`src/rtl/elevator_scheduler.sv`:
```
// Collective up/down elevator scheduler: serves latched cabin and hall calls,
// moves the car one floor at a time and returns clear pulses for served calls.
module elevator_scheduler #(
  parameter int FLOORS        = 8,
  parameter int TRAVEL_CYCLES = 100,
  parameter int DOOR_CYCLES   = 50
) (
  input  logic                      clk,
  input  logic                      reset,
  input  logic [FLOORS-1:0]         active_in_levels,
  input  logic [FLOORS-2:0]         active_out_up_levels,
  input  logic [FLOORS-1:1]         active_out_down_levels,
  output logic [FLOORS-1:0]         inactivate_in_levels,
  output logic [FLOORS-2:0]         inactivate_out_up_levels,
  output logic [FLOORS-1:1]         inactivate_out_down_levels,
  output logic [$clog2(FLOORS)-1:0] current_floor,
  output logic                      motor_up,
  output logic                      motor_down,
  output logic                      door_open,
  output logic                      dir_up
);

  localparam int FW   = $clog2(FLOORS);
  localparam int CMAX = (TRAVEL_CYCLES > DOOR_CYCLES) ? TRAVEL_CYCLES : DOOR_CYCLES;
  localparam int CW   = $clog2(CMAX + 1);
  localparam logic [CW-1:0] TRAVEL_LAST = CW'(TRAVEL_CYCLES - 1);
  localparam logic [CW-1:0] DOOR_LAST   = CW'(DOOR_CYCLES - 1);
  localparam logic [CW-1:0] REOPEN_MIN  = CW'(2);
  localparam logic [FW-1:0] TOP         = FW'(FLOORS - 1);

  typedef enum logic [1:0] {IDLE, MOVE, CHECK, DOOR} state_t;

  state_t            state, state_nx;
  logic [CW-1:0]     count, count_nx;
  logic [FW-1:0]     cur_nx;
  logic              dir_nx;
  logic [FLOORS-1:0] up_full, down_full, calls;
  logic              above, below, here, in_here, up_here, down_here;
  logic              nd, neither, stop, enter_door;
  logic              set_in, set_up, set_down;
  logic [FLOORS-1:0] inact_in_nx;
  logic [FLOORS-2:0] inact_up_nx;
  logic [FLOORS-1:1] inact_down_nx;

  // Hall vectors widened to full floor range; missing end bits read as zero.
  assign up_full   = {1'b0, active_out_up_levels};
  assign down_full = {active_out_down_levels, 1'b0};
  assign calls     = active_in_levels | up_full | down_full;

  always_comb begin
    above     = 1'b0;
    below     = 1'b0;
    in_here   = 1'b0;
    up_here   = 1'b0;
    down_here = 1'b0;
    for (int f = 0; f < FLOORS; f++) begin
      if (FW'(f) > current_floor) above = above | calls[f];
      if (FW'(f) < current_floor) below = below | calls[f];
      if (FW'(f) == current_floor) begin
        in_here   = active_in_levels[f];
        up_here   = up_full[f];
        down_here = down_full[f];
      end
    end
    here    = in_here | up_here | down_here;
    neither = !above && !below;
    // Direction the car will leave in after serving this floor.
    if (dir_up) nd = above || !(below || down_here);
    else        nd = !below && (above || up_here);
  end

  always_comb begin
    state_nx   = state;
    count_nx   = count;
    cur_nx     = current_floor;
    dir_nx     = dir_up;
    set_in     = 1'b0;
    set_up     = 1'b0;
    set_down   = 1'b0;
    enter_door = 1'b0;
    stop       = 1'b0;
    case (state)
      IDLE: begin
        if (here) begin
          enter_door = 1'b1;
        end else if (dir_up && above) begin
          dir_nx   = 1'b1;
          state_nx = MOVE;
        end else if (below) begin
          dir_nx   = 1'b0;
          state_nx = MOVE;
        end else if (above) begin
          dir_nx   = 1'b1;
          state_nx = MOVE;
        end
      end
      MOVE: begin
        if (count == TRAVEL_LAST) begin
          count_nx = '0;
          state_nx = CHECK;
          if (dir_up && current_floor != TOP)        cur_nx = current_floor + 1'b1;
          else if (!dir_up && current_floor != '0)   cur_nx = current_floor - 1'b1;
        end else begin
          count_nx = count + 1'b1;
        end
      end
      CHECK: begin
        if (current_floor == '0 || current_floor == TOP) begin
          if (here) enter_door = 1'b1;
          else      state_nx   = IDLE;
        end else begin
          if (dir_up) stop = in_here || up_here || (down_here && !above);
          else        stop = in_here || down_here || (up_here && !below);
          if (stop) enter_door = 1'b1;
          else      state_nx   = MOVE;
        end
      end
      DOOR: begin
        // First two counts are ignored while buttons_res is still clearing.
        if (count >= REOPEN_MIN && (in_here || (dir_up ? up_here : down_here))) begin
          count_nx = '0;
          set_in   = in_here;
          set_up   = dir_up && up_here;
          set_down = !dir_up && down_here;
        end else if (count == DOOR_LAST) begin
          count_nx = '0;
          state_nx = IDLE;
        end else begin
          count_nx = count + 1'b1;
        end
      end
      default: state_nx = IDLE;
    endcase
    if (enter_door) begin
      state_nx = DOOR;
      count_nx = '0;
      dir_nx   = nd;
      set_in   = 1'b1;
      set_up   = nd || neither;
      set_down = !nd || neither;
    end
  end

  always_comb begin
    inact_in_nx   = '0;
    inact_up_nx   = '0;
    inact_down_nx = '0;
    for (int f = 0; f < FLOORS; f++)
      if (current_floor == FW'(f)) inact_in_nx[f] = set_in;
    for (int f = 0; f < FLOORS - 1; f++)
      if (current_floor == FW'(f)) inact_up_nx[f] = set_up;
    for (int f = 1; f < FLOORS; f++)
      if (current_floor == FW'(f)) inact_down_nx[f] = set_down;
  end

  always_ff @(posedge clk) begin
    if (reset) begin
      state                      <= IDLE;
      count                      <= '0;
      current_floor              <= '0;
      dir_up                     <= 1'b1;
      motor_up                   <= 1'b0;
      motor_down                 <= 1'b0;
      door_open                  <= 1'b0;
      inactivate_in_levels       <= '0;
      inactivate_out_up_levels   <= '0;
      inactivate_out_down_levels <= '0;
    end else begin
      state                      <= state_nx;
      count                      <= count_nx;
      current_floor              <= cur_nx;
      dir_up                     <= dir_nx;
      motor_up                   <= (state_nx == MOVE) && dir_nx;
      motor_down                 <= (state_nx == MOVE) && !dir_nx;
      door_open                  <= (state_nx == DOOR);
      inactivate_in_levels       <= inact_in_nx;
      inactivate_out_up_levels   <= inact_up_nx;
      inactivate_out_down_levels <= inact_down_nx;
    end
  end

endmodule

```
`config.mk`:
```
export PLATFORM = sky130hd
export DESIGN_NAME = elevator_scheduler
export DESIGN_NICKNAME = d
export VERILOG_FILES = /design/src/rtl/elevator_scheduler.sv
export SDC_FILE = /design/constraint.sdc
export NUM_CORES = 1
export LEC_CHECK = 0
export CAP_MARGIN = 20
export CORE_AREA = 2 2 100 102
export DETAILED_ROUTE_END_ITERATION = 7
export DIE_AREA = 0 0 102 104
export GPL_TIMING_DRIVEN = 0
export SLEW_MARGIN = 20
export SYNTH_ARGS = -nofsm -noshare
export SYNTH_HDL_FRONTEND = slang
export SYNTH_SLANG_ARGS = --single-unit
```
`constraint.sdc`:
```
create_clock -name clk -period 2.6 [get_ports clk]
set_input_delay 0.39 -clock clk [delete_from_list [all_inputs] [get_ports clk]]
set_output_delay 0.39 -clock clk [all_outputs]
set_load 0.02 [all_outputs]
```
# After elaboration in Yosys (flattened, before gate mapping)
# Cells that the tools add are included.
# classes
addsub	3
n_lt_le_gt_ge	17
n_eq_ne	22
n_mux	81
bitwise_logic	26
n_reduce_logical	44
# op_table
operator	n
two-way mux 1 bit	62
two-way mux 2 bit	11
two-way mux 7 bit	3
OR reduction 2 bit	9
bitwise OR 1 bit	16
one-hot mux 7 bit (2 select lines)	1
equality test 3 bit (first input constant)	4
equality test 3 bit (second input constant)	4
> comparator 3 bit (first input constant)	4
logical AND 1 bit	12
less-than comparator 3 bit (first input constant)	4
logical OR 1 bit	11
NOT 1 bit	8
bitwise OR 8 x 7 -> 8 bit	1
bitwise OR 8 bit	1
one-hot mux 2 bit (4 select lines)	1
adder 7 x 1 -> 7 bit (second input constant)	1
equality test 7 x 6 -> 1 bit (second input constant)	1
equality test 7 bit (second input constant)	1
greater-or-equal comparator 7 x 2 -> 1 bit (second input constant)	1
equality test 2 bit (second input constant)	3
equality test 2 x 3 -> 1 bit (first input constant)	2
equality test 3 x 2 -> 1 bit (second input constant)	2
> comparator 1 x 3 -> 1 bit (first input constant)	2
other kinds (17)	28
# word_totals
regBits	38
out_inout_bits	29
wordCells	222

# Logic depth before layout (Yosys ltp)
# Gate-level depths: netlist of the first run.
# logic_depth
word_depth	29
mapped_depth	13
ltp_nobuf	10

# Least setup slack after synthesis of the first run
# No wires, ideal clock.
# synth_timing
path_kind	reg-to-reg
startpoint	reg current_floor[0]
endpoint	reg motor_down
setup_ps	115
t_arrival_ps	2792
required_ps	2485
slack_ps	-307
stages_incl_launch_ff	13
path_buffers	2
period_less_slack_ps	2907
cell_sequence	dfxtp_1 -> buf_6 -> inv_1 -> ha_1 -> buf_4 -> a22oi_1 -> a221oi_1 -> o221ai_1 -> nand3_2 -> o31ai_4 -> inv_1 -> o41a_1 -> and3_1
# synth_between
elab_chain_cells	28
word_cells_on_any_way	125
classes_between	16 x order compare; 9 x eq/ne; 64 x mux; 16 x bitwise; 20 x reduce/logical
# synth_rtl
item	line_no	text
start, declared	16	output logic [$clog2(FLOORS)-1:0] current_floor,
start signal, assigned	171	current_floor <= cur_nx;
less-than comparator 1 x 3 -> 1 bit or > comparator 1 x 3 -> 1 bit (tied branches)	58, 57	
two-way mux 1 bit, on equally long branches	58, 57	
bitwise OR 1 bit, on equally long branches	58, 57	
two-way mux 1 bit, on equally long branches	58, 57	
bitwise OR 1 bit, on equally long branches	58, 57	
two-way mux 1 bit, on equally long branches	58, 57	
bitwise OR 1 bit, on equally long branches	58, 57	
two-way mux 1 bit, on equally long branches	58, 57	
[12 not listed]	--	
two-way mux 1 bit	108	if (current_floor == '0 || current_floor == TOP) begin
two-way mux 1 bit	82	case (state)
two-way mux 2 bit or two-way mux 1 bit (tied branches)	114	if (stop) enter_door = 1'b1;
two-way mux 2 bit or two-way mux 1 bit (tied branches)	108	
one-hot mux 2 bit (4 select lines) or one-hot mux 1 bit (2 select lines) (tied branches)	82	
two-way mux 2 bit or two-way mux 1 bit (tied branches)	134	if (enter_door) begin
equality test 2 x 1 -> 1 bit or zero test 1 bit (tied branches)	174	motor_down <= (state_nx == MOVE) && !dir_nx;
logical AND 1 bit (*)	174	
end signal, assigned	174	
end, declared	18	output logic motor_down,
# Mark *: on every way between the ends. The rest lies on a longest branch, timed or not. The select of a mux whose other input is x is not followed.
# A chain may end at the register's enable or synchronous reset.

# Final worst setup path of the first run
# layout_timing
startpoint	in active_in_levels[1]
endpoint	reg dir_up
# layout_between
elab_chain_cells	26
word_cells_on_any_way	67
classes_between	35 x mux; 18 x bitwise; 14 x reduce/logical
# layout_rtl
item	line_no	text
start, declared	10	input logic [FLOORS-1:0] active_in_levels,
bitwise OR 8 x 7 -> 8 bit	48	assign calls = active_in_levels | up_full | down_full;
bitwise OR 8 bit	48	
bitwise OR 1 bit, on equally long branches	58, 57	
two-way mux 1 bit, on equally long branches	58, 57	
bitwise OR 1 bit, on equally long branches	58, 57	
two-way mux 1 bit, on equally long branches	58, 57	
bitwise OR 1 bit, on equally long branches	58, 57	
two-way mux 1 bit, on equally long branches	58, 57	
[10 not listed]	--	
logical OR 1 bit, on equally long branches	113, 112	
two-way mux 1 bit	112	if (dir_up) stop = in_here || up_here || (down_here && !above);
two-way mux 1 bit	108	
two-way mux 1 bit	82	
two-way mux 1 bit	114	
two-way mux 1 bit	108	
one-hot mux 1 bit (2 select lines)	82	
two-way mux 1 bit (*)	134	
end signal, assigned	172	dir_up <= dir_nx;
end, declared	20	output logic dir_up
# Marked as above.

==> results of run 1 <==
-- how the worst max path moves through the flow --
stage / end / depth (start not counted)
after detailed placement: dir_up / 9
after floorplan: motor_down / 12
after global routing: dir_up / 9
after CTS: dir_up / 12
final: dir_up / 9
after global placement: dir_up / 9
-- logic make-up after synthesis --
| family | Yosys count | share of synthesized area (%) |
|---|---|---|
| and+or+nand+nor | 128 | 28.60 |
| buffers and inverters | 31 | 8.548 |
| adders and majority gates | 9 | 4.839 |
| muxes | 2 | 0.8602 |
| AOI/OAI and AO/OA | 67 | 23.71 |
| xor gates and xnor gates | 2 | 0.7528 |
| DFF | 38 | 32.69 |
-- cell type report --
cell class	count	share of cell area, %
Multi-Input combinational cell	208	46.00
Sequential cell	38	21.25
Timing Repair Buffer	71	19.07
Tap cell	133	4.604
Buffer	15	4.500
Clock buffer	6	2.285
Inverter	15	1.973
Clock inverter	2	0.3115
-- registers in the layout, summed over array words and instances (netlist names) --
register,cells
inactivate_in_levels,8
count,7
inactivate_out_down_levels,7
inactivate_out_up_levels,7
current_floor,3
state,2
dir_up,1
door_open,1
motor_down,1
motor_up,1
-- cell usage in the layout (no fill, tap or decap), drive strengths merged, types with 3 or more instances in the layout --
master and instances:
a21o 3, a31oi 7, ha 9, a2111oi 3
and3 3, o21ai 9, nor3 8, a21oi 16
clkbuf 15, or3 4, nor2 42, nand2 30
clkdlybuf4s50 49, inv 16, buf 26, nor4 6
o21bai 3, nand3 10, nand3b 6, dfxtp 38
nor2b 7, a221oi 3
-- timing repair --
action                                  CTS  global route
endpoints found under the hold margin     0             0
hold buffers                              0             0
endpoints found under the setup margin   35            35
setup buffers                            18             2
pin swaps                                24            26
resized for setup                        37            21
-- per-stage QoR --
stage	TNS, ns	cells	total power, mW	setup slack, ns
final	-0.1386	488	1.285	-0.06295
after global routing	-2.594	488	1.349	-0.1502
after detailed placement	-18.21	461	0.8338	-0.5762
after CTS	-0.5856	487	1.284	-0.05936
after global placement	-19.78	461	0.8320	-0.6318
after floorplan	-0.06633	277	0.7414	-0.02450
-- layer usage --
metal / up-vias / GRT usage, % / part of all wire (%)
met3: 9 / 3.024 / 3.7
met2: 60 / 22.37 / 52
met1: 1078 / 14.94 / 42
met5: - / 0 / 0
met4: 0 / 4.571 / 1.9
li1: 1136 / - / -
-- power groups by stage --
stage	Combinational, mW	Clock, mW	Sequential, mW
final	0.275	0.410	0.599
after global routing	0.296	0.452	0.601
after CTS	0.259	0.426	0.599
after detailed placement	0.221	0	0.613
after global placement	0.219	0	0.613
after floorplan	0.119	0	0.623
-- worst reg2reg max path, cell delays in order (launching register included) --
cell and delay, ns:
dfxtp_4 0.37, clkbuf_16 0.14, inv_8 0.04, ha_4 0.17
nand3b_1 0.17, a2111o_1 0.38, a221o_2 0.38, nand2_4 0.12
o31ai_4 0.09, a41oi_4 0.29, a211oi_2 0.05, or3_1 0.34
==> results.yml, run 1 <==
floorplanning:
  die-area_um2: 10610
  ios: 53
  coreArea_um2: 9549
  die_h_um: 104
  die_width_um: 102
  rows: 36
  initial_core_util_pct: 24.37
sta:
  tightestPinTransition_ns: 0.5549
  relSlewSlack_pct: 63.01
  layout_setup_ws_ns: -0.06295
  max_freq_ghz: 0.3755
  finalHoldViolCount: 0
  period_minus_slack_ns: 2.663
  final-setup-viol-count: 8
  fin_crit_sh_pct: 102.4
  skew_ns: 0.002849
  drv_slew: 0
  hold_ws_ns: 0.3500
  grt_setup_unrepaired: "yes"
placement:
  portBuffers: 51
  gp_routability_congestion: 0.8658
  dpl.hpwl_mm: 4.866
  place_area_um2: 3078
critical_path:
  critPathLaunchType: "input port"
  worstPathCellList: "clkdlybuf4s50_1, or3_4, a2111oi_4, o2111ai_2, a21oi_4, o211ai_2, a41oi_4, a211oi_2, or3_1"
  worstPathRequired_ns: 2.77
  max_stage_delay_ns: 0.45
  r2r_cells: 11
  cp_num_buf_inv: 1
  critPathTopFamily: "compound AO/OA/AOI/OAI gates"
  path_max_fanout: 4
  crit_start: "active_in_levels[1]"
  critical_path_class: "in2reg"
  reg2reg_slack_ns: -0.05
  slowest_stage: "clkdlybuf4s50_1"
  cp-end-kind: "flop"
  r2r_start: "current_floor[1]"
  r2r_end: "dir_up"
  worstPathArrival_ns: 2.84
synth:
  synth-edff-count: 0
  yosysMostFrequentCell: "nor2_1"
  syn_nets: 310
  synthArstFlopShare_pct: 0
  netlist_area_um2: 2327
  synthCells: 277
  ys_warn_count: 0
  avgSynthCellArea_um2: 8.402
  synth_cell_types: 66
  synth_commonest_cells: "nor2_1 (42), dfxtp_1 (38), nand2_1 (29)"
  synthTopCellsByArea: "dfxtp_1 (33%), nor2_1 (6.8%), ha_1 (4.8%), nand2_1 (4.7%), a21oi_1 (3.2%)"
  synthFlopType: "dfxtp_1"
  yosysSeqAreaShare_pct: 32.69
  ys_ff_latch: 38
  yosysTopAreaCell: "dfxtp_1"
  synth_top_area_share_pct: 32.69
finish:
  area_growth_pct: 55.32
  fillers: 976
  drive_gt1_share_pct: 28.73
  multi_input_area_um2: 1663
  design_area_um2: 3615
  antennaDiodeCount: 0
  fin_nets: 387
  postLayoutCoreUtil_pct: 37.85
  seqCellArea_um2: 768.2
power_and_ir_drop:
  p_sw_share_pct: 27.36
  p_sw_mw: 0.3515
  intPower_mw: 0.9331
  p_leak_nw: 1.289
  powerDensity_nw_per_um2: 355.4
  comb_power_share_pct: 21.4
  p_clk_share_pct: 31.9
  irDropWorstVdd_mv: 0.1730
  p_seq_share_pct: 46.6
grt:
  grt_max_degree: 13
  grt_pass1_vias: 2293
  grt_antenna_before_repair: 0
  grt_overflow_total: 0
  grtUsageTotal_pct: 12.78
  grt_pass1_wl_mm: 10.95
route:
  drc_errors: 0
  drt_iter0_markers: 155
  postRouteAntennaNets: 0
  drtPass1Iterations: 4
  avgRoutedWirePerCell_um: 13.73
  routed-via-count: 2283
  avgViaCountPerCell: 4.678
  drt_wl_total_mm: 6.701
cts:
  clk_pin_slew_ns: 0.07
  worst_skew_pair.late_latency_ns: 0.29
  cts-root-buf: "clkbuf_8"
  numCtsBuffers: 5
  cts_buffer_depth: 2
  cts_sinks: 38
  cts_max_level: 2
  tritoncts: "built"
run:
  max-cap-violations: 0
worst_hold_path:
  holdPathEnd: "current_floor[0]"
  hp-class: "in2reg"
  hold_path_depth: 2
  worstHoldStart: "reset"
outcome:
  violations: "setup timing"
  outcome: "finished with violations"
Note: power is estimated with default switching activity, not from simulation.
==> run 2: changes to the inputs <==
--- a/config.mk
+++ b/config.mk
@@ -5,7 +5,7 @@
 export SDC_FILE = /design/constraint.sdc
 export NUM_CORES = 1
 export LEC_CHECK = 0
-export CAP_MARGIN = 20
+export CAP_MARGIN = 0
 export CORE_AREA = 2 2 100 102
 export DETAILED_ROUTE_END_ITERATION = 7
 export DIE_AREA = 0 0 102 104
==> results of run 2 <==
Final layout, timing and power as in run 1 (identical DEF).
==> run 3: changes to the inputs <==
--- a/config.mk
+++ b/config.mk
@@ -6,10 +6,11 @@
 export NUM_CORES = 1
 export LEC_CHECK = 0
 export CAP_MARGIN = 0
-export CORE_AREA = 2 2 100 102
+export CORE_AREA = 2 2 78 80
 export DETAILED_ROUTE_END_ITERATION = 7
-export DIE_AREA = 0 0 102 104
+export DIE_AREA = 0 0 80 82
 export GPL_TIMING_DRIVEN = 0
+export PLACE_DENSITY = 0.7
 export SLEW_MARGIN = 20
 export SYNTH_ARGS = -nofsm -noshare
 export SYNTH_HDL_FRONTEND = slang
==> results.yml, run 3 (synthesized netlist as in run 1, its figures left out) <==
outcome:
  outcome: "finished with violations"
  violations: "setup timing"
critical_path:
  slowest_stage: "o41a_1"
  r2r_cells: 14
  path_max_fanout: 8
  cp-end-kind: "flop"
  worstPathRequired_ns: 2.79
  worstPathArrival_ns: 2.93
  reg2reg_slack_ns: -0.14
  crit_start: "current_floor[0]"
  r2r_start: "current_floor[0]"
  max_stage_delay_ns: 0.46
  critical_path_class: "reg2reg"
  worstPathCellList: "buf_8, inv_8, ha_4, buf_8, nor2_4, a21oi_2, o221ai_2, buf_4, buf_4, nand2_1, a21o_1, o21ba_2, o41a_1, and3_1"
  critPathLaunchType: "flop"
  r2r_end: "motor_down"
  endpoint: "motor_down"
cts:
  numCtsBuffers: 5
  cts_buffer_depth: 2
  cts-root-buf: "clkbuf_8"
  cts_sinks: 38
  postCtsHoldBufs: 0
  tritoncts: "built"
  worst_skew_pair.late_latency_ns: 0.29
  cts_max_level: 2
  clk_pin_slew_ns: 0.08
route:
  drt_iter0_markers: 138
  drc_errors: 0
  drtPass1Iterations: 5
  avgRoutedWirePerCell_um: 15.61
  routed-via-count: 2359
  drt_wl_total_mm: 6.806
  avgViaCountPerCell: 5.411
  postRouteAntennaNets: 0
grt:
  grt_pass1_vias: 2204
  grt_max_degree: 12
  grt_overflow_total: 0
  grt_antenna_before_repair: 0
  grt_pass1_wl_mm: 10.72
  grtUsageTotal_pct: 20.85
sta:
  tightestPinTransition_ns: 0.5768
  skew_ns: 0.01096
  layout_setup_ws_ns: -0.1440
  finalHoldViolCount: 0
  fin_crit_sh_pct: 105.5
  grt_setup_unrepaired: "yes"
  drv_slew: 0
  relSlewSlack_pct: 61.19
  period_minus_slack_ns: 2.744
  max_freq_ghz: 0.3644
  hold_ws_ns: 0.3409
  final-setup-viol-count: 29
power_and_ir_drop:
  comb_power_share_pct: 20.3
  p_clk_share_pct: 34.8
  powerDensity_nw_per_um2: 374.8
  p_total_mw: 1.331
  intPower_mw: 0.9654
  p_sw_mw: 0.3658
  p_leak_nw: 1.282
  irDropWorstVdd_mv: 0.2294
  p_sw_share_pct: 27.48
  p_seq_share_pct: 45.0
floorplanning:
  ios: 53
  die_h_um: 82
  initial_core_util_pct: 40.51
  die_width_um: 80
  coreArea_um2: 5746
  rows: 28
  die-area_um2: 6560
finish:
  max_flop_register: "inactivate_in_levels"
  antennaDiodeCount: 0
  area_growth_pct: 52.63
  seqCellArea_um2: 768.2
  drive_gt1_share_pct: 28.53
  multi_input_area_um2: 1633
  final_common_cell: "clkdlybuf4s50_1"
  final_cell_mix: "clkdlybuf4s50_1 (49), nor2_1 (41), dfxtp_1 (36)"
  fin_nets: 393
  largest_reg_flops: 8
  fillers: 510
placement:
  gp_routability_congestion: 0.8876
  dpl.hpwl_mm: 4.574
  portBuffers: 51
run:
  max-cap-violations: 0
worst_hold_path:
  hp-class: "in2reg"
run 3: power groups by stage:
| stage | sequential, mW | clock [mW] | combinational (mW) |
|---|---|---|---|
| floorplan | 0.623 | 0 | 0.119 |
| global placement | 0.612 | 0 | 0.218 |
| detailed placement | 0.612 | 0 | 0.218 |
| CTS | 0.599 | 0.469 | 0.245 |
| global route | 0.600 | 0.488 | 0.291 |
| finish | 0.599 | 0.463 | 0.270 |
run 3: how the worst min path moves through the flow:
| stage | slack, ns | startpoint | cells past startpoint | end |
|---|---|---|---|---|
| finish | 0.34 | reset | 2 | current_floor[0] |
| floorplan | 0.47 | count[6] | 2 | count[6] |
| CTS | 0.34 | reset | 2 | current_floor[0] |
| global placement | 0.50 | count[6] | 2 | count[6] |
| detailed placement | 0.51 | count[0] | 2 | count[0] |
| global route | 0.35 | reset | 2 | current_floor[0] |
run 3: timing repair:
action                     4_1_cts  5_1_grt
buffers inserted                18        8
pin swaps                       14       21
gates resized for setup         30       24
setup endpoints to repair       35       35
run 3: cell type report:
type / instances / share of cell area (%)
repair buffers: 77 / 20.22
flip-flops and latches: 38 / 21.63
multi-input cells: 208 / 45.97
plain buffers: 15 / 4.685
well taps: 75 / 2.642
inverters: 15 / 2.008
clock buffers: 8 / 2.853
run 3: critical path, delay by kind of cell, from the launching register on:
kind / cells / cell delay [ns]
AOI/OAI and AO/OA: 5 / 1.22
buffers and inverters: 5 / 0.55
DFF: 1 / 0.37
and+or+nand+nor: 3 / 0.30
adders and majority gates: 1 / 0.18
run 3: metal layers:
layer  vias up  routed length (um)  GRT usage [%]
li1       1144                   -              -
met1      1117                2844          24.06
met2        80                3541          38.83
met3        18                 250          3.516
met4         0                 170          7.119
met5         -                   0              0
run 3: metrics by stage:
stage | utilization (%) | setup WS, ns | setup TNS, ns | instances | cell area (um^2)
finish | 61.82 | -0.1440 | -2.123 | 436 | 3552
global route | 61.82 | -0.2381 | -6.324 | 436 | 3552
CTS | 58.73 | -0.08755 | -0.9765 | 429 | 3374
global placement | 52.31 | -0.5877 | -18.08 | 403 | 3005
floorplan | - | -0.02450 | -0.06633 | 277 | 2401
detailed placement | 52.31 | -0.5465 | -16.77 | 403 | 3005
